<file path="src/rtl/mult_seq.sv">
// Multi-cycle radix-2 shift-add multiplier (MULT/MULTU) with start/busy/done
// handshake, flush abort and Z/V/S/C flags over the full product.
module mult_seq #(
    parameter int unsigned DATA_WIDTH = 32,
    parameter int unsigned CNT_WIDTH  = 6
) (
    input  logic                      clk,
    input  logic                      rst_n,
    input  logic                      start,
    input  logic                      signed_mode,
    input  logic                      flush,
    input  logic [DATA_WIDTH-1:0]     input1,
    input  logic [DATA_WIDTH-1:0]     input2,
    output logic                      busy,
    output logic                      done,
    output logic [2*DATA_WIDTH-1:0]   dataOut,
    output logic                      C,
    output logic                      Z,
    output logic                      V,
    output logic                      S
);

    localparam int unsigned W  = DATA_WIDTH;
    localparam int unsigned PW = 2 * DATA_WIDTH;
    localparam logic [CNT_WIDTH-1:0] LAST_CNT = CNT_WIDTH'(DATA_WIDTH - 1);

    typedef enum logic [1:0] {
        IDLE = 2'd0,
        CALC = 2'd1,
        FIX  = 2'd2
    } state_t;

    state_t               state;
    logic [W-1:0]         mcand;
    logic [W-1:0]         acc;
    logic [W-1:0]         mplier;
    logic [CNT_WIDTH-1:0] cnt;
    logic                 neg;
    logic                 sgn;

    logic [W-1:0]         mag1_c;
    logic [W-1:0]         mag2_c;
    logic [W:0]           sum_c;
    logic [PW-1:0]        prod_c;
    logic [PW-1:0]        res_c;
    logic [W:0]           top_c;
    logic                 z_c;
    logic                 v_c;

    // Operand magnitudes; most-negative maps to 2^(W-1) as an unsigned value
    always_comb begin
        mag1_c = input1;
        mag2_c = input2;
        if (signed_mode && input1[W-1]) mag1_c = W'(-input1);
        if (signed_mode && input2[W-1]) mag2_c = W'(-input2);
    end

    // One shift-add step: conditional add into the upper half, carry kept
    always_comb begin
        sum_c = {1'b0, acc};
        if (mplier[0]) sum_c = {1'b0, acc} + {1'b0, mcand};
    end

    // Final sign fix-up and flags over the full product
    always_comb begin
        prod_c = {acc, mplier};
        res_c  = neg ? PW'(-prod_c) : prod_c;
        top_c  = res_c[PW-1:W-1];
        z_c    = (res_c == '0);
        if (sgn) v_c = !((top_c == '0) || (top_c == '1));
        else     v_c = (res_c[PW-1:W] != '0);
    end

    assign C = 1'b0;

    // Control FSM and datapath registers
    always_ff @(posedge clk or negedge rst_n) begin
        if (!rst_n) begin
            state   <= IDLE;
            mcand   <= '0;
            acc     <= '0;
            mplier  <= '0;
            cnt     <= '0;
            neg     <= 1'b0;
            sgn     <= 1'b0;
            busy    <= 1'b0;
            done    <= 1'b0;
            dataOut <= '0;
            Z       <= 1'b0;
            V       <= 1'b0;
            S       <= 1'b0;
        end else begin
            done <= 1'b0;
            case (state)
                IDLE: begin
                    if (start && !flush) begin
                        mcand  <= mag1_c;
                        mplier <= mag2_c;
                        acc    <= '0;
                        cnt    <= '0;
                        neg    <= signed_mode & (input1[W-1] ^ input2[W-1]);
                        sgn    <= signed_mode;
                        busy   <= 1'b1;
                        state  <= CALC;
                    end
                end
                CALC: begin
                    if (flush) begin
                        busy  <= 1'b0;
                        state <= IDLE;
                    end else begin
                        acc    <= sum_c[W:1];
                        mplier <= {sum_c[0], mplier[W-1:1]};
                        cnt    <= cnt + CNT_WIDTH'(1);
                        if (cnt == LAST_CNT) state <= FIX;
                    end
                end
                FIX: begin
                    busy  <= 1'b0;
                    state <= IDLE;
                    if (!flush) begin
                        dataOut <= res_c;
                        Z       <= z_c;
                        V       <= v_c;
                        S       <= res_c[PW-1];
                        done    <= 1'b1;
                    end
                end
                default: begin
                    busy  <= 1'b0;
                    state <= IDLE;
                end
            endcase
        end
    end

endmodule

</file>
<file path="config.mk">
export PLATFORM = sky130hd
export DESIGN_NAME = mult_seq
export DESIGN_NICKNAME = d
export VERILOG_FILES = /design/src/rtl/mult_seq.sv
export SDC_FILE = /design/constraint.sdc
export NUM_CORES = 1
export LEC_CHECK = 0
export BUFFER_PORTS_ARGS = -buffer_cell sky130_fd_sc_hd__buf_2
export CORE_AREA = 2 2 178 180
export DETAILED_ROUTE_END_ITERATION = 6
export DIE_AREA = 0 0 180 182
export PLACE_DENSITY = 0.62
export SLEW_MARGIN = 20
export SYNTH_ARGS = -nofsm -noshare
export SYNTH_HDL_FRONTEND = slang
export SYNTH_SLANG_ARGS = --single-unit
</file>
<file path="constraint.sdc">
create_clock -name clk -period 4.6 [get_ports clk]
set_input_delay 0.46 -clock clk [delete_from_list [all_inputs] [get_ports clk]]
set_output_delay 0.46 -clock clk [all_outputs]
set_load 0.1 [all_outputs]
</file>
==> results.md, run 1 <==
* Worst Setup Start Kind: flop
* Die height at 182 um
* Final #Nets at 1,675
* Pin count of the biggest net entering global routing at 119
* Mapped cell area at 12,170 um^2
* Met1 usage at 32.32%
* Slew @ Worst Pin at 0.9634 ns
* Hold_buf cts at 0
* Post-layout min period at 4.105 ns
* Most common cell after layout, fill and taps aside: nand2_1
* Unrepaired setup endpoints after global routing: no
* Grt peak-use layer: met1
* Post-CTS resize count at 0
* Synth Instances at 1,494
* Number of library cell types mapped by synthesis at 76
* Setup TNS at 0 ns
* Clk buf depth at 2
* DRT Pass-1 Iters at 5
* Die Width at 180 um
* First-pass GRT wire length at 57,100 um
* DRT Wirelength at 35,650 um
* Hold Path Class: in -> async
* Post-CTS Setup Bufs at 0
* Worst setup EP type: flop
* GRT met3 Usage at 3.089%
* CP Class: reg -> reg
* Post-synth ARST share at 100.0%
* Pins Over Slew Limit at 0
* Drc violations at 0
* Crit path DAT at 4.43 ns
* Final Skew at 0.01284 ns
* Most frequent cells in the layout: nand2_1, o21ai_0, dfrtp_1
* Initial antenna violation count at 2
* Sink Count at 174
* Area grow syn2layout at 13.00%
* # port buffers at 137
* Drt wl/cell at 17.96 um
* Global Route Usage Sum at 21.62%
* Core region area at 30,990 um^2
* Number of synthesized flops with an enable pin at 0
* Die area at 32,760 um^2
* Pwr dens at 452.1 nW/um^2
* Num rows at 65
* #FFs+latches synth at 174
* Num CTS Buffers at 17
* Slew margin rel. at 35.78%
* Worst-path clk slew at 0.07 ns
* Vias in the first global route at 10,420
* Worst skew pair latency at 0.44 ns
* Hpwl dp at 26,970 um
* WP data required at 4.92 ns
* Hold Vio Cnt, Final at 0
* Layout cells sized above 1 at 13.92%
* Yosys warns at 0
* Max Freq at 243.6 MHz
* Seq/Total Area, Yosys at 35.77%
* I/O pin count at 139
* Gp weighted congestion at 0.9276
* Period utilisation layout at 89.24%
* Post-DRT Antenna Nets at 0
* Syn_area_per_cell at 8.147 um^2
* Vias post-DR at 11,120
* Final Util at 44.39%
* Iteration-0 DRC Markers at 918
* Final Power at 6.219 mW
* Met2 Usage GRT at 32.02%
* H-tree depth at 4
* Final Setup Violations at 0
* LEAKAGE at 6.120 nW
* Maximum fanout along the worst path at 11
* Outcome: complete, no violations
* CTS Root Cell: clkbuf_16
* Top FF cell, synth: dfrtp_1
* Syn nets at 1,601
* # Max-Cap Violations at 0
* DR vias/cell at 5.603
* Overflow after GRT at 0
* Maximum vdd ir drop at 0.2956 mV
* TritonCTS clock tree: built
* Initial Util at 39.28%
critical path, stage by stage, from the launching register on:
cell	delay (ns)
dfrtp_1	0.51
nor4_1	0.48
nand3_1	0.40
or4_1	0.81
o41ai_4	0.36
xnor2_1	0.14
or4_1	0.51
or4_1	0.46
nor4_1	0.26
nor3_1	0.07
path summary, 6_finish.rpt:
path	slack, ns	to	startpoint	depth (start not counted)
setup / recovery	0.49	V$_DFFE_PN0P_	mplier[24]$_DFFE_PN0P_	9
max in group asynchronous	3.52	mplier[8]$_DFFE_PN0P_	rst_n	2
min in group clk	0.31	mcand[1]$_DFFE_PN0P_	input1[1]	3
hold reg to reg	0.47	dataOut[36]$_DFFE_PN0P_	dataOut[36]$_DFFE_PN0P_	2
setup reg to reg	0.49	V$_DFFE_PN0P_	mplier[24]$_DFFE_PN0P_	9
hold / removal	0.12	mcand[14]$_DFFE_PN0P_	rst_n	1
Yosys cell counts (28+ instances only):
cell      number  share of area [%]
nand2_1      222                6.8
o21ai_0      200                8.2
dfrtp_1      174                 36
nor2_1       111                3.4
a21oi_1       85                3.5
clkbuf_1      85                2.6
xor2_1        78                5.6
xnor2_1       67                4.8
nor3_1        40                1.6
ha_1          37                3.8
mux2i_1       28                2.3
routing by layer:
layer  part of all wire [%]  wire length [um]
met1                     49             17480
met2                     43             15260
met3                    5.9              2092
met4                    2.3               821
met5                      0                 0
sequential cells by signal (all words and copies together), names as in the netlist:
register / flops
Z: 1
mplier: 32
dataOut: 64
cnt: 6
done: 1
neg: 1
busy: 1
V: 1
state: 2
sgn: 1
mcand: 32
acc: 32
through the flow:
step	setup WS, ns	cell area [um^2]	instances	hold WS, ns
6_report	0.4948	13750	1985	0.1171
3_5_place_dp	0.5268	13130	1951	0.4579
5_1_grt	0.2434	13750	1985	0.1956
2_1_floorplan	0.7722	12170	1494	0.1644
3_3_place_gp	0.5221	13130	1951	0.4547
4_1_cts	0.4799	13750	1983	0.1697
power breakdown:
part	internal (mW)	total (mW)	leakage (nW)	switching, mW
clock network	0.882	1.54	0.308	0.656
logic	0.985	2.47	3.52	1.48
registers	1.75	2.21	2.30	0.459
total	3.62	6.22	6.12	2.60
area by class of cell:
class                           count  area [um^2]
Fill cell                        3097        17230
Multi-Input combinational cell   1190         7307
Sequential cell                   174         4355
Timing Repair Buffer              159        869.6
Tap cell                          402        503.0
Clock buffer                       18        439.2
Clock inverter                     14        177.7
Inverter                           26        97.59
Antenna cell                        2        5.005
cell families (layout without fill, tap and decap cells):
kind of cell,count (synthesis),after routing,share of synthesized area [%]
AND/OR/NAND/NOR,550,550,22.09
AO/OA/AOI/OAI,428,428,21.07
flip-flops,174,174,35.77
XOR/XNOR,145,145,10.43
buffers and inverters,130,217,4.328
adder cells (fa/ha/maj),38,38,3.968
multiplexers,28,28,2.303
other,1,3,0.03081
Power figures use the tool's default switching activity.
==> run 2, diff against run 1 <==
Settings changed: PLACE_DENSITY 0.62 to 0.55.
==> run 2 against run 1 <==
Count of clock-buffer cells in the layout decreased by 1. Wire length increased by 0.93%. Combinational power decreased by 2%. Flip-flop and latch count unchanged. Non-clock buffer count increased by 1. Critical endpoint is now Z$_DFFE_PN0P_. Largest power group unchanged. Highest routed layer is now met5.
==> results.md, run 2 (synthesized netlist as in run 1, its figures left out) <==
* Crit-path cells: nor4_1 -> nand3_1 -> buf_4 -> or4_1 -> o41ai_1 -> xor2_1 -> nand4_1 -> or4_1 -> nor3_1 -> a22o_1 (was nor4_1 -> nand3_1 -> or4_1 -> o41ai_4 -> xnor2_1 -> or4_1 -> or4_1 -> nor4_1 -> nor3_1)
* Die height at 182 um (unchanged)
* Max Freq at 256.0 MHz (was 243.6 MHz)
* First-pass GRT wire length at 58,390 um (was 57,100 um)
* Multi-input logic area at 7307 um^2 (unchanged)
* Overflow after GRT at 0 (unchanged)
* Pins Over Slew Limit at 0 (unchanged)
* Pin count of the biggest net entering global routing at 103 (was 119)
* Initial antenna violation count at 2 (unchanged)
* Slew @ Worst Pin at 0.9944 ns (was 0.9634 ns)
* Worst slack, placed at 0.6941 ns (was 0.5268 ns)
* Combinational share of power at 38.3% (was 39.7%)
* FF/Latch Area at 4355 um^2 (unchanged)
* Unrepaired setup endpoints after global routing: no (unchanged)
* Num rows at 65 (unchanged)
* Outcome: complete, no violations (unchanged)
* H-tree depth at 4 (unchanged)
* Worst-path clk slew at 0.07 ns (about the same)
* Gp weighted congestion at 0.8842 (was 0.9276)
* Period utilisation layout at 84.93% (was 89.24%)
* Slew margin rel. at 33.71% (was 35.78%)
* DRT Pass-1 Iters at 5 (unchanged)
* Sw power at 2.599 mW (was 2.600 mW)
* Hold_buf cts at 0 (unchanged)
* Clock network power share at 26.1% (was 24.7%)
* Num CTS Buffers at 17 (unchanged)
* Final Power at 6.302 mW (was 6.219 mW)
* Worst skew pair latency at 0.44 ns (about the same)
* WP data required at 4.98 ns (was 4.92 ns)
* # Max-Cap Violations at 0 (unchanged)
* Maximum vdd ir drop at 0.2860 mV (was 0.2956 mV)
* Hold Vio Cnt, Final at 0 (unchanged)
* DR vias/cell at 5.570 (was 5.603)
* Maximum fanout along the worst path at 11 (unchanged)
* Worst Path Buf+Inv at 1 (was 0)
* Post-DRT Antenna Nets at 0 (unchanged)
* LEAKAGE at 6.126 nW (was 6.120 nW)
* Largest stage delay, worst path at 0.71 ns (was 0.81 ns)
* Most used cell, CP: or4_1 (unchanged)
* Critical-path top delay cell: or4_1 (unchanged)
* Post-CTS resize count at 0 (unchanged)
* Clk buf depth at 2 (unchanged)
* Post-CTS Setup Bufs at 0 (unchanged)
* Hold Path Class: in -> async (unchanged)
* TritonCTS clock tree: built (unchanged)
* Vias in the first global route at 10,400 (was 10,420)
* CTS Root Cell: clkbuf_16 (unchanged)
* Sink Count at 174 (unchanged)
* Drt wl/cell at 18.14 um (was 17.96 um)
* Pwr dens at 456.7 nW/um^2 (was 452.1 nW/um^2)
* Fill cells at 3,129 (was 3,097)
* I/O pin count at 139 (unchanged)
* DRT Wirelength at 35,980 um (was 35,650 um)
* Initial Util at 39.28% (unchanged)
* # port buffers at 137 (unchanged)
* Sw Ratio at 41.24% (was 41.80%)
* Die Width at 180 um (unchanged)
* Core region area at 30,990 um^2 (unchanged)
* Worst setup EP type: flop (unchanged)
* Vias post-DR at 11,050 (was 11,120)
* Iteration-0 DRC Markers at 763 (was 918)
* Most frequent cells in the layout: nand2_1, o21ai_0, dfrtp_1 (unchanged)
* Sequential fraction of design power at 35.6% (about the same)
* Layout cells sized above 1 at 13.92% (unchanged)
* Worst Setup Start Kind: flop (unchanged)
* Final Setup Violations at 0 (unchanged)
* Final Skew at 0.009425 ns (was 0.01284 ns)
* Hpwl dp at 27,020 um (was 26,970 um)
* Crit path max-delay family: simple AND/OR/NAND/NOR gates (unchanged)
* Max reg flops at 64 (unchanged)
* Crit path DAT at 4.28 ns (was 4.43 ns)
* Setup TNS at 0 ns (unchanged)
* Drc violations at 0 (unchanged)
* Int Power at 3.703 mW (was 3.619 mW)
* Die area at 32,760 um^2 (unchanged)
* Final #Nets at 1,676 (was 1,675)
* Area grow syn2layout at 13.35% (was 13.00%)
* Post-layout min period at 3.907 ns (was 4.105 ns)
* CP Class: reg -> reg (unchanged)
* Final worst slack at 0.6930 ns (was 0.4948 ns)
* Most common cell after layout, fill and taps aside: nand2_1 (unchanged)
* Top reg by flops: dataOut (unchanged)
* Global Route Usage Sum at 22.25% (was 21.62%)
-- run 2: cell types whose count changed in the layout (fill, tap and decap cells not counted), sizes merged --
| cell | delta |
|---|---|
| bufinv | +2 |
| clkbuf | -1 |
| inv | -2 |
| diode | -1 |
| clkinv | -2 |
| clkinvlp | +2 |
| buf | +1 |
-- run 2: power by group through the flow --
stage	Clock, mW	Combinational, mW	Sequential (mW)
global placement	0	2.38	2.24
detailed placement	0	2.39	2.25
global route	1.74	2.70	2.29
finish	1.64	2.42	2.24
CTS	1.67	2.40	2.23
floorplan	0	1.96	1.97
-- run 2: worst register-to-register path: cells and delay by family, from the launching register on --
family	cells	cell delay (ns)
and+or+nand+nor	6	2.27
AOI/OAI and AO/OA	2	0.56
DFF	1	0.50
xor gates and xnor gates	1	0.34
buffers and inverters	1	0.20
-- run 2: cell type report --
type	instances	share of cell area, %
Antenna cell	1	0.01814
Clock buffer	17	3.083
Clock inverter	14	1.660
Inverter	26	0.7074
Multi-Input combinational cell	1190	52.96
Sequential cell	174	31.57
Tap cell	402	3.646
Timing Repair Buffer	160	6.357
-- run 2: final timing paths --
path | start | end | slack [ns] | cells after the start
max | mplier[24]$_DFFE_PN0P_ | Z$_DFFE_PN0P_ | 0.69 | 10
min | rst_n | mcand[10]$_DFFE_PN0P_ | 0.13 | 1
max reg2reg | mplier[24]$_DFFE_PN0P_ | Z$_DFFE_PN0P_ | 0.69 | 10
min reg2reg | dataOut[36]$_DFFE_PN0P_ | dataOut[36]$_DFFE_PN0P_ | 0.47 | 2
max in group asynchronous | rst_n | dataOut[59]$_DFFE_PN0P_ | 3.48 | 2
min in group clk | input1[31] | mcand[31]$_DFFE_PN0P_ | 0.29 | 3
-- run 2: metal layers --
layer / global-route usage [%] / routed length [um]
met1: 33.87 / 18460
met2: 33.20 / 15340
met3: 3.329 / 1732
met4: 4.780 / 441
met5: 0 / 13
-- run 2: through the flow --
stage	instance area [um^2]	cells	utilization (%)	hold slack, ns
4_1_cts	13790	1983	44.52	0.1912
2_1_floorplan	12170	1494	-	0.1644
5_1_grt	13800	1984	44.53	0.2382
6_report	13800	1984	44.53	0.1328
3_3_place_gp	13140	1952	42.41	0.4564
3_5_place_dp	13140	1952	42.41	0.4589
